$ cat src/rtl/au_seq_pkg.sv
`default_nettype none
// +------------------------------------------------------------------+
// | au_seq_pkg                                                         |
// | Shared constants, op encodings and FSM state type for the          |
// | au_seq_ctrl add/subtract/multiply sequencer.                       |
// | Revision: 1.0  initial release                                     |
// +------------------------------------------------------------------+
package au_seq_pkg;

  localparam int WIDTH     = 6;
  localparam int MUL_ITERS = 6;
  localparam int CNT_W     = $clog2(MUL_ITERS);

  localparam logic [1:0] OP_ADD = 2'b00;
  localparam logic [1:0] OP_SUB = 2'b01;
  localparam logic [1:0] OP_MUL = 2'b10;
  localparam logic [1:0] OP_RSV = 2'b11;

  typedef enum logic [1:0] {
    ST_IDLE = 2'd0,
    ST_EXEC = 2'd1,
    ST_MUL  = 2'd2
  } state_t;

endpackage
`default_nettype wire

$ cat src/rtl/au6_addsub.sv
`default_nettype none
// +------------------------------------------------------------------+
// | au6_addsub                                                         |
// | WIDTH-bit ripple-carry add/subtract unit. sub inverts b; the       |
// | caller supplies carry-in (1 for a true subtract).                  |
// | c_msb is the carry into the MSB, used for signed overflow.         |
// | Revision: 1.0  initial release                                     |
// +------------------------------------------------------------------+
module au6_addsub #(
  parameter int WIDTH = 6
) (
  input  logic [WIDTH-1:0] a,
  input  logic [WIDTH-1:0] b,
  input  logic             sub,
  input  logic             cin,
  output logic [WIDTH-1:0] sum,
  output logic             cout,
  output logic             c_msb
);

  logic [WIDTH:0]   c;
  logic [WIDTH-1:0] b_eff;

  assign b_eff = sub ? ~b : b;
  assign c[0]  = cin;

  // One full-adder cell per bit, carry rippling upward
  generate
    for (genvar i = 0; i < WIDTH; i++) begin : g_bit
      assign sum[i]  = a[i] ^ b_eff[i] ^ c[i];
      assign c[i+1]  = (a[i] & b_eff[i]) | (c[i] & (a[i] ^ b_eff[i]));
    end
  endgenerate

  assign cout  = c[WIDTH];
  assign c_msb = c[WIDTH-1];

endmodule
`default_nettype wire

$ cat src/rtl/au_seq_ctrl.sv
`default_nettype none
// +------------------------------------------------------------------+
// | au_seq_ctrl                                                        |
// | Sequencer for a shared 6-bit add/subtract unit: single-pass add/   |
// | sub, and unsigned multiply as shift-and-add iterations on the same |
// | adder. Results are registered; done is a one-cycle pulse.          |
// | Optional macro AU_SEQ_OVF_EN adds the signed overflow output ovf.  |
// | Revision: 1.0  initial release                                     |
// +------------------------------------------------------------------+
import au_seq_pkg::*;

module au_seq_ctrl #(
  parameter int WIDTH = au_seq_pkg::WIDTH
) (
  input  logic               clk,
  input  logic               reset,
  input  logic               start,
  input  logic [1:0]         op,
  input  logic [WIDTH-1:0]   a,
  input  logic [WIDTH-1:0]   b,
  output logic               busy,
  output logic               done,
  output logic [2*WIDTH-1:0] result,
`ifdef AU_SEQ_OVF_EN
  output logic               ovf,
`endif
  output logic               carry
);

  localparam logic [CNT_W-1:0] LAST_ITER = CNT_W'(MUL_ITERS - 1);

  state_t           state, state_n;
  logic [1:0]       op_q;
  logic [WIDTH-1:0] a_q, b_q;
  logic [WIDTH-1:0] acc_hi, acc_lo, mcand;
  logic [CNT_W-1:0] cnt;

  logic [WIDTH-1:0] add_x, add_y, add_sum;
  logic             add_sub, add_cin, add_cout, add_cmsb;
  logic [WIDTH-1:0] step_s;
  logic             step_c;
  logic             is_sub;
  logic             last_iter;

  assign is_sub    = (op_q == OP_SUB);
  assign last_iter = (cnt == LAST_ITER);
  assign busy      = (state != ST_IDLE);

  // Operand mux: MUL feeds the partial product and multiplicand, EXEC the captured operands
  always_comb begin
    add_x   = a_q;
    add_y   = b_q;
    add_sub = is_sub;
    add_cin = is_sub;
    if (state == ST_MUL) begin
      add_x   = acc_hi;
      add_y   = mcand;
      add_sub = 1'b0;
      add_cin = 1'b0;
    end
  end

  au6_addsub #(.WIDTH(WIDTH)) u_addsub (
    .a     (add_x),
    .b     (add_y),
    .sub   (add_sub),
    .cin   (add_cin),
    .sum   (add_sum),
    .cout  (add_cout),
    .c_msb (add_cmsb)
  );

`ifndef AU_SEQ_OVF_EN
  logic unused_cmsb;
  assign unused_cmsb = add_cmsb;
`endif

  // Multiply step: add the multiplicand only when the current multiplier bit is set
  always_comb begin
    step_c = 1'b0;
    step_s = acc_hi;
    if (acc_lo[0]) begin
      step_c = add_cout;
      step_s = add_sum;
    end
  end

  // State register
  always_ff @(posedge clk) begin
    if (reset) state <= ST_IDLE;
    else       state <= state_n;
  end

  // Next-state logic; reserved op takes the add path
  always_comb begin
    state_n = state;
    case (state)
      ST_IDLE: if (start) state_n = (op == OP_MUL) ? ST_MUL : ST_EXEC;
      ST_EXEC: state_n = ST_IDLE;
      ST_MUL:  if (last_iter) state_n = ST_IDLE;
      default: state_n = ST_IDLE;
    endcase
  end

  // Operand capture, multiply accumulator shifting and registered results
  always_ff @(posedge clk) begin
    if (reset) begin
      op_q   <= OP_ADD;
      a_q    <= '0;
      b_q    <= '0;
      acc_hi <= '0;
      acc_lo <= '0;
      mcand  <= '0;
      cnt    <= '0;
      done   <= 1'b0;
      result <= '0;
      carry  <= 1'b0;
`ifdef AU_SEQ_OVF_EN
      ovf    <= 1'b0;
`endif
    end else begin
      done <= 1'b0;
      case (state)
        ST_IDLE: begin
          if (start) begin
            op_q   <= op;
            a_q    <= a;
            b_q    <= b;
            acc_hi <= '0;
            acc_lo <= b;
            mcand  <= a;
            cnt    <= '0;
          end
        end
        ST_EXEC: begin
          result <= {{WIDTH{1'b0}}, add_sum};
          carry  <= add_cout;
`ifdef AU_SEQ_OVF_EN
          ovf    <= add_cmsb ^ add_cout;
`endif
          done   <= 1'b1;
        end
        ST_MUL: begin
          acc_hi <= {step_c, step_s[WIDTH-1:1]};
          acc_lo <= {step_s[0], acc_lo[WIDTH-1:1]};
          cnt    <= cnt + CNT_W'(1);
          if (last_iter) begin
            result <= {step_c, step_s, acc_lo[WIDTH-1:1]};
            carry  <= 1'b0;
`ifdef AU_SEQ_OVF_EN
            ovf    <= 1'b0;
`endif
            done   <= 1'b1;
          end
        end
        default: ;
      endcase
    end
  end

endmodule
`default_nettype wire

$ cat config.mk
export PLATFORM = sky130hd
export DESIGN_NAME = au_seq_ctrl
export DESIGN_NICKNAME = d
export VERILOG_FILES = /design/src/rtl/au_seq_pkg.sv /design/src/rtl/au6_addsub.sv /design/src/rtl/au_seq_ctrl.sv
export SDC_FILE = /design/constraint.sdc
export NUM_CORES = 1
export LEC_CHECK = 0
export ABC_AREA = 0
export ABC_CLOCK_PERIOD_IN_PS = 3500
export CAP_MARGIN = 20
export CORE_AREA = 2 2 65 80
export CTS_CLUSTER_DIAMETER = 100
export DETAILED_ROUTE_END_ITERATION = 12
export DIE_AREA = 0 0 67 82
export GPL_ROUTABILITY_DRIVEN = 0
export GPL_TIMING_DRIVEN = 0
export PLACE_DENSITY = 0.82
export SLEW_MARGIN = 20
export SYNTH_ARGS = -nofsm -noshare
export SYNTH_HDL_FRONTEND = slang
export SYNTH_SLANG_ARGS = --single-unit
$ cat constraint.sdc
create_clock -name clk -period 3.5 [get_ports clk]
set_input_delay 0.7 -clock clk [delete_from_list [all_inputs] [get_ports clk]]
set_output_delay 0.7 -clock clk [all_outputs]
set_load 0.03 [all_outputs]
; ---- Word-level counts from Yosys, hierarchy flattened
; Index checks and enable logic that the tools add are counted.
[word_totals]
in_bits = 17
ff_bits = 45
[op_classes]
reduce_logical = 8
bitwise = 31
eq_ne = 7
addsub = 1
muxes = 22
[op_table]
columns = cell, n
row1 = $mux 6, 6
row2 = $pmux 12 s2, 1
row3 = $pmux 6 s2, 2
row4 = $and 1x1->1, 12
row5 = $mux 12, 1
row6 = $xor 1x1->1, 12
row7 = $reduce_and 2->1, 4
row8 = $mux 2, 3
row9 = $not 6->6, 1
row10 = $or 1x1->1, 6
row11 = $pmux 3 s2, 1
row12 = $reduce_bool 2->1, 3
row13 = $eq 2x1->1 const B, 2
row14 = $eq 2x2->1 const B, 2
row15 = $mux 1, 4
row16 = $ne 2x2->1 const B, 2
row17 = $pmux 1 s2, 2
row18 = $pmux 2 s2, 1
row19 = $add 3x1->3 const B, 1
row20 = $eq 3x3->1 const B, 1
row21 = $mux 3, 1
row22 = $logic_not 2->1, 1

; ---- Logic depth before layout (Yosys ltp)
; Gate-level depths: netlist of the first run.
[depth]
depth_word = 20
mapped_depth = 17
depth_no_buf = 15

; ---- Modules after synthesis
; From an unflattened synthesis of the first run, not the netlist that was laid out.
[unflattened]
cells_unflattened = 255
area_unflattened_um2 = 2337.2
[modules_own_cells]
columns = module, instances, cells_each, area_per_inst_um2, seq_area_each_um2
row1 = au_seq_ctrl, 1, 228, 2100.8, 900.9
row2 = au6_addsub, 1, 27, 236.5, 0.0

; ---- Least setup slack after synthesis of the first run
; Ideal clock, no wire load.
[synth_path]
path_kind = reg2reg
startpoint = reg state[0]
endpoint = reg acc_hi[4]
stages_incl_launch_ff = 15
setup_ns = 0.070
t_arrival_ns = 3.564
slack_ns = -0.134
n_path_buf = 1
path_cell_list = dfxtp_1 > inv_1 > ha_1 > buf_2 > mux2_1 > fa_1 > fa_1 > fa_1 > inv_1 > fa_1 > inv_1 > fa_1 > mux2i_1 > or3_1 > a21oi_1
[synth_via]
elab_chain_cells = 18
elab_cells_between_ends = 34
[synth_rtl]
columns = element, line
row1 = from (decl), au_seq_ctrl.sv:32  ; state_t state, state_n;
row2 = from (signal assigned), au_seq_ctrl.sv:91  ; else state <= state_n;
row3 = $eq 2x2->1, "au_seq_ctrl.sv:55, au_seq_ctrl.sv:123"
row4 = $mux 6, au_seq_ctrl.sv:55  ; if (state == ST_MUL) begin
row5 = $not 6->6, au6_addsub.sv:24  ; assign b_eff = sub ? ~b : b;
row6 = $mux 6, au6_addsub.sv:24
row7 = $xor 1x1->1, au6_addsub.sv:31  ; assign c[i+1] = (a[i] & b_eff[i]) | (c[i] & (a[i] ^ b_eff[i]));
row8 = $and 1x1->1, au6_addsub.sv:31
row9 = $or 1x1->1, au6_addsub.sv:31
row10 = $and 1x1->1, au6_addsub.sv:31
row11 = [... 2 more ...], n/a
row12 = $or 1x1->1, au6_addsub.sv:31
row13 = $and 1x1->1, au6_addsub.sv:31
row14 = $or 1x1->1, au6_addsub.sv:31
row15 = $and 1x1->1, au6_addsub.sv:31
row16 = $or 1x1->1, au6_addsub.sv:31
row17 = $xor 1x1->1, au6_addsub.sv:30  ; assign sum[i] = a[i] ^ b_eff[i] ^ c[i];
row18 = $mux 6, au_seq_ctrl.sv:82  ; if (acc_lo[0]) begin
row19 = $pmux 6 s2, au_seq_ctrl.sv:123  ; case (state)
row20 = to (signal assigned), au_seq_ctrl.sv:144  ; acc_hi <= {step_c, step_s[WIDTH-1:1]};
row21 = to (decl), au_seq_ctrl.sv:35  ; logic [WIDTH-1:0] acc_hi, acc_lo, mcand;
; Several ways; a longest one is shown, not always the timed one.
; A chain may end at the register's enable or synchronous reset.

; ---- Worst setup path after layout of the first run
; Ends and elaborated chain as after synthesis.

==> results.md, run 1 <==
- Met1 GRT Util: 23.5%
- WP data required: approximately 3.7 ns
- Worst-case headroom to the max-slew limit: about two thirds
- LEAKAGE: roughly 1 nW
- Internal power: ~0.85 mW
- Mapped Area: 2210 um^2
- Avg Cell Area, Syn: 8.32 um^2
- Die W: 67 um
- Clock power frac: between 30% and 40%
- Switching Power: 0.326 mW
- Worst vdd ir: 307 uV
- CTS tree: yes
- Vias in the first global route: 1919
- Max Root-Sink Buffers: 2
- Minimum hold slack: 0.453 ns
- Largest net degree at the start of global routing: 14
- Nets: 335
- Avg WL per Cell: between 10 and 15 um
- Share of cells above drive strength 1: 13.3%
- Netlist cell types: 36
- Die area: 5490 um^2
- Post-cts hold buffer count: 0
- Outcome: finished, violations left
- Congestion Overflow GR: 0
- Clock slew at the register clock pins of the worst setup and hold paths: 0.08 ns
- Core Rows: 28
- Fin crit share: 101%
- Met3 Use GR: under 10%
- Busiest metal layer after global routing: met2
- GRT Overall Usage: 20.6%
- Clk Latency, worst-skew pair: about 0.30 ns
- CP Launch Type: flop
- Critical Path AT: between 3 and 4 ns
- Initial DRC Count: approximately 130
- I/O pins: 32
- Total Wirelength: 5290 um
- Drt first pass iters: 4
- Worst hold path type: reg -> reg
- Power per Cell Area: 422 nW/um^2
- DR vias: 1984
- Area delta synth->final: 26.0%
- Crit Path Class: reg -> reg
- Post-route setup slack: -0.0213 ns
- Ant diodes: 0
- GR Layer Usage met2: 36.1%
- Mapped Nets: 293
- Util after Layout: 58.5%
- Initial core utilization: a little under half
- Post-DP HPWL: approximately 3800 um
- Sequential share of the synthesized area: 40.7%
- Worst-path maximum fanout: 4
- Final setup viols: 1
- Max_cap viols: 0
- Initial antenna violation count: 0
- Fin crit period: 3.52 ns
- Post-route ant nets: 0
- Final Hold Viols: 0
- Port buffer count: 30
- Flops & latches, synth: 45
- H-tree Lvls: 2
- Mapped Cells: approximately 270
- CTS Buf Count: 5
- Combinational fraction of design power: 20.6%
- Max frequency: 284 MHz
- Remaining DRCs: 0
- Final Skew: 0.00627 ns
- Worst slew pin tran: 0.491 ns
- Sink Count: between 40 and 50
- Clk root buf: clkbuf_8
- Core region area: 4760 um^2
- Switching Share: 27.7%
- RSZ-0062 raised after global routing: true
- Synth warn: 0
- First-pass GRT wire length: 8640 um
- Vias per cell: 5.39
- Failing checks: negative setup slack
- Die H: 82 um
- Sequential Power Share: between 40% and 50%
- Setup crit end kind: flop
- Final max-slew violation count: 0
-- cell families (layout without fill, tap and decap cells) --
family,count (synthesis),in the layout,synth area share (%)
multiplexers,13,13,6.11
buffers and inverters,26,68,5.77
AND/OR/NAND/NOR,104,104,20.3
AO/OA/AOI/OAI,61,61,17.0
XOR/XNOR,7,7,2.77
adder cells (fa/ha/maj),10,10,7.35
flip-flops,45,45,40.7
-- sequential cells by signal, indices dropped and copies added (netlist names) --
signal,cells
cnt,3
done,1
acc_lo,6
op_q,2
b_q,6
acc_hi,6
mcand,6
state,2
result,12
carry,1
-- layout by cell type (no fill, tap or decap), types with 2 or more instances in the layout --
| master | instances |
|---|---|
| nand2_1 | 56 |
| dfxtp_1 | 43 |
| a21oi_1 | 32 |
| clkdlybuf4s50_1 | 30 |
| nor2_1 | 21 |
| mux2i_1 | 8 |
| nor3_1 | 8 |
| buf_4 | 7 |
| buf_2 | 7 |
| xnor2_1 | 7 |
| inv_1 | 5 |
| o21ai_1 | 5 |
| clkbuf_1 | 5 |
| a211oi_1 | 5 |
| clkbuf_8 | 5 |
| nand2b_1 | 4 |
| o32ai_1 | 4 |
| or3_1 | 4 |
| ha_1 | 4 |
| buf_6 | 3 |
| mux2_1 | 3 |
| inv_2 | 3 |
| a32oi_1 | 3 |
| o21ai_0 | 3 |
| fa_2 | 3 |
| nor2b_1 | 2 |
| nand3_1 | 2 |
| o21ai_2 | 2 |
| and2_1 | 2 |
| a22oi_1 | 2 |
| nand4_1 | 2 |
| fa_1 | 2 |
| dfxtp_2 | 2 |
-- Yosys cell counts --
library cell	instances	area [um^2]
ha_1	5	62.6
a21oi_4	1	16.3
dfxtp_1	45	901
buf_2	9	45.0
nor3_1	9	45.0
a32oi_1	3	26.3
fa_1	5	100
nand4_1	2	12.5
nor2_1	21	78.8
a31oi_1	1	6.26
o21ai_1	6	30.0
a22oi_1	2	15.0
nor2b_1	2	12.5
clkbuf_1	5	18.8
nor3b_1	1	7.51
xnor2_1	7	61.3
nand3_2	1	10.0
o21ai_0	3	15.0
a21o_1	1	7.51
mux2i_1	9	90.1
buf_4	3	22.5
inv_2	1	3.75
inv_1	7	26.3
buf_6	1	11.3
nand3_1	2	10.0
nand2b_1	4	25.0
or3_1	4	25.0
a2bb2oi_1	1	8.76
nand2_1	56	210
a311oi_1	1	8.76
mux2_1	4	45.0
o32ai_1	4	35.0
and2_1	2	12.5
a21oi_1	32	160
a211oi_1	5	37.5
o21ai_2	1	8.76
-- worst max-delay path: stages, from the launching register on --
cell	delay (ns)
dfxtp_2	0.34
inv_2	0.05
ha_4	0.17
buf_6	0.13
mux2_4	0.30
fa_2	0.40
fa_2	0.35
fa_2	0.34
inv_2	0.06
fa_1	0.16
inv_1	0.05
fa_1	0.54
mux2i_2	0.11
or3_1	0.32
a21oi_1	0.14
-- per-layer routing --
layer | up-vias | part of all wire, %
met5 | - | 0
met4 | 0 | 3.4
met3 | 18 | 5.1
met2 | 69 | 51
met1 | 911 | 40
li1 | 986 | -
-- cell type report --
type | count | area, um^2
tap | 60 | 75.1
timing repair buffer | 35 | 338
inverter | 8 | 30.0
clock inverter | 2 | 35.0
clock buffer | 5 | 68.8
fill | 442 | 1980
buffer | 18 | 118
sequential | 45 | 903
multi-input combinational | 195 | 1220
-- worst paths after layout --
kind / depth (start not counted) / to / from / slack, ns
worst max register to register: 14 / acc_hi[4] / state[0] / -0.02
worst max-delay path: 14 / acc_hi[4] / state[0] / -0.02
worst min register to register: 2 / result[9] / result[9] / 0.45
worst min-delay path: 2 / result[9] / result[9] / 0.45
-- stage by stage --
| stage | std cells | worst slack [ns] | setup TNS [ns] | power (mW) | instance area (um^2) |
|---|---|---|---|---|---|
| after floorplan | 266 | 0.0269 | 0 | 0.717 | 2230 |
| after global placement | 356 | -0.144 | -0.191 | 0.787 | 2610 |
| after detailed placement | 356 | -0.222 | -0.344 | 0.792 | 2610 |
| after CTS | 367 | 0.000476 | 0 | 1.17 | 2760 |
| after global routing | 368 | -0.118 | -0.143 | 1.22 | 2790 |
| final | 368 | -0.0213 | -0.0213 | 1.18 | 2790 |
-- power groups by stage --
stage                     clock network [mW]  logic (mW)  registers [mW]
after global routing                   0.401       0.265           0.558
final                                  0.379       0.242           0.555
after detailed placement                   0       0.226           0.566
after global placement                     0       0.221           0.565
after floorplan                            0       0.143           0.574
after CTS                              0.386       0.233           0.555
-- repair_timing --
action,in CTS,in global routing
setup buffers,4,1
hold endpoints to repair,0,0
resized for setup,8,8
setup endpoints to repair,4,2
pin swaps,0,0
Power figures use the tool's default switching activity.
==> run 2, diff against run 1 <==
- CORE_AREA: 2 2 65 80 -> 3 3 66 81
- DIE_AREA: 0 0 67 82 -> 0 0 69 84
==> run 2 against run 1 <==
  * The flow now finishes without violations
  * Non-clock buffer count shrank 1
  * Worst setup slack better by 0.046 ns
  * Design area barely moved
  * First-iteration DRC count is 19% higher
  * Via count is 1.1% lower
  * Combinational power barely moved
  * Clock skew increased by 0.0014 ns
  * Sequential share of layout area barely moved
  * Worst hold slack improved by 0.00057 ns
  * Largest power group unchanged
==> results.md, run 2 (same netlist as run 1, synthesis figures left out) <==
- Final total power: 1.21 mW (+3.0%)
- Final setup viols: 0 (-1)
- Worst hold path type: reg -> reg
- Nets: 334 (-0.30%)
- Port buffer count: 30 (unchanged)
- Remaining DRCs: 0 (unchanged)
- Reg2reg setup slack: 0.02 ns (+0.05 ns)
- LEAKAGE: 1.00 nW (about the same)
- Die W: 69 um (+3.0%)
- Vias in the first global route: 1810 (-5.7%)
- Final max-slew violation count: 0 (unchanged)
- Post-route ant nets: 0 (unchanged)
- Sink Count: 45 (unchanged)
- CTS Buf Count: 5 (unchanged)
- RSZ-0062 raised after global routing: true
- Drt first pass iters: 4 (unchanged)
- Max frequency: 288 MHz (+1.3%)
- Register Area: 903 um^2 (unchanged)
- Reg with most FFs: result
- Fin crit period: 3.48 ns (-0.0455 ns)
- Max_cap viols: 0 (unchanged)
- Die H: 84 um (+2.4%)
- CP max stage delay: 0.52 ns (-0.02 ns)
- Number of flip-flops in the largest register: 12 (unchanged)
- Layout Cells excl Fill: 366 (-0.54%)
- Most common cell after layout, fill and taps aside: nand2_1
- Avg WL per Cell: 14.1 um (-1.6%)
- Util after Layout: 60.6% (+2.1 points)
- Worst slew pin tran: 0.525 ns (+0.0334 ns)
- Critical path's slowest cell: fa_1
- First-pass GRT wire length: 8600 um (-0.47%)
- H-tree Lvls: 2 (unchanged)
- Commonest non-fill, non-tap cells in the layout: 56 x nand2_1, 43 x dfxtp_1, 32 x a21oi_1
- Crit Path Class: reg -> reg
- Critical Path AT: 3.72 ns (-0.03 ns)
- FILL cells: 422 (-4.5%)
- Total Wirelength: 5170 um (-2.2%)
- CP most frequent cell: fa_2
- Final Hold Viols: 0 (unchanged)
- Core Rows: 27 (-3.6%)
- Max Root-Sink Buffers: 2 (unchanged)
- Core region area: 4590 um^2 (-3.6%)
- Vias per cell: 5.36 (-0.52%)
- Largest net degree at the start of global routing: 20 (+6)
- Initial DRC Count: 153 (+19%)
- Share of cells above drive strength 1: 12.7% (-0.65 points)
- Worst vdd ir: 250 uV (-19%)
- Power per Cell Area: 435 nW/um^2 (+3.1%)
- Critical path buffers and inverters: 4 (unchanged)
- CP Launch Type: flop
- Ant diodes: 0 (unchanged)
- Final Skew: 0.00763 ns (+0.00135 ns)
- Post-route setup slack: 0.0242 ns (+0.0455 ns)
- Final instance area: 2790 um^2 (about the same)
- CTS tree: yes
- Outcome: complete, no violations
- Worst-case headroom to the max-slew limit: 65.0% (-2.2 points)
- Congestion Overflow GR: 0 (unchanged)
- Post-Place Cell Area: 2610 um^2 (about the same)
- Fin crit share: 99.3% (-1.3 points)
- Initial antenna violation count: 0 (unchanged)
- Clk Latency, worst-skew pair: 0.31 ns (about the same)
- WP data required: 3.74 ns (about the same)
- Place WS: -0.225 ns (-0.00313 ns)
- Footprint of the multi-input gates: 1210 um^2 (-0.72%)
- CP top delay family: adder cells
- Setup crit end kind: flop
- Die area: 5800 um^2 (+5.5%)
- Post-DP HPWL: 3880 um (+1.2%)
- Area delta synth->final: 25.9% (about the same)
- Clock slew at the register clock pins of the worst setup and hold paths: 0.09 ns (about the same)
- Critical path, cell by cell: inv_2 -> ha_4 -> buf_8 -> mux2_4 -> fa_2 -> fa_2 -> fa_2 -> inv_2 -> fa_1 -> inv_1 -> fa_1 -> mux2i_1 -> or3_1 -> a21oi_1
- Clk root buf: clkbuf_8
- DR vias: 1963 (-1.1%)
- Worst-path maximum fanout: 5 (+1)
- I/O pins: 32 (unchanged)
- GRT Overall Usage: 18.1% (-2.5 points)
- Initial core utilization: 48.1% (+1.7 points)
- Placed cells: 354 (-0.56%)
run 2: cell types whose count changed in the layout (fill, tap and decap cells not counted), sizes merged:
cell / before / now
clkinv: 1 / 0
clkbuf: 10 / 11
buf: 18 / 17
clkinvlp: 0 / 1
run 2: worst reg2reg max path, stage by stage, from the launching register on:
cell	delay, ns
dfxtp_2	0.33
inv_2	0.07
ha_4	0.16
buf_8	0.12
mux2_4	0.31
fa_2	0.39
fa_2	0.36
fa_2	0.35
inv_2	0.06
fa_1	0.15
inv_1	0.05
fa_1	0.52
mux2i_1	0.11
or3_1	0.32
a21oi_1	0.12
run 2: worst paths after layout:
kind	from	to	cells past startpoint
setup / recovery	state[0]	acc_hi[4]	14
hold / removal	op_q[0]	op_q[0]	2
setup reg to reg	state[0]	acc_hi[4]	14
hold reg to reg	op_q[0]	op_q[0]	2
run 2: layer usage:
layer  routed length, um  track usage [%]  vias up
met2                2610             31.5       74
li1                    -                -      986
met4                  93             5.68        0
met3                 291             3.98       11
met5                   0                0        -
met1                2180             21.9      892
run 2: per-stage QoR:
stage / TNS, ns / hold slack [ns]
floorplan: 0 / 0.432
global placement: -0.179 / 0.440
detailed placement: -0.448 / 0.445
CTS: -0.0256 / 0.456
global route: -0.116 / 0.474
finish: 0 / 0.454
run 2: timing repair:
item,4_1_cts,5_1_grt
setup buffers,4,1
resized for setup,12,1
hold buffers,0,0
setup endpoints to repair,5,3
pin swaps,4,4
run 2: area by class of cell:
type	instances	share of cell area (%)
repair buffers	35	12.1
flip-flops and latches	45	32.4
well taps	58	2.61
clock buffers	6	2.96
clock inverters	2	1.35
inverters	8	1.08
multi-input cells	195	43.5
plain buffers	17	3.95
run 2: where the power goes:
group | leakage, nW | switching (mW) | internal, mW
Sequential | 0.368 | 0.0178 | 0.537
Clock | 0.0574 | 0.184 | 0.232
Combinational | 0.577 | 0.134 | 0.106
==> run 3, diff against run 2 <==
- SLEW_MARGIN: 20 -> default
==> results of run 3 <==
Final layout, timing and power as in run 2 (identical DEF).
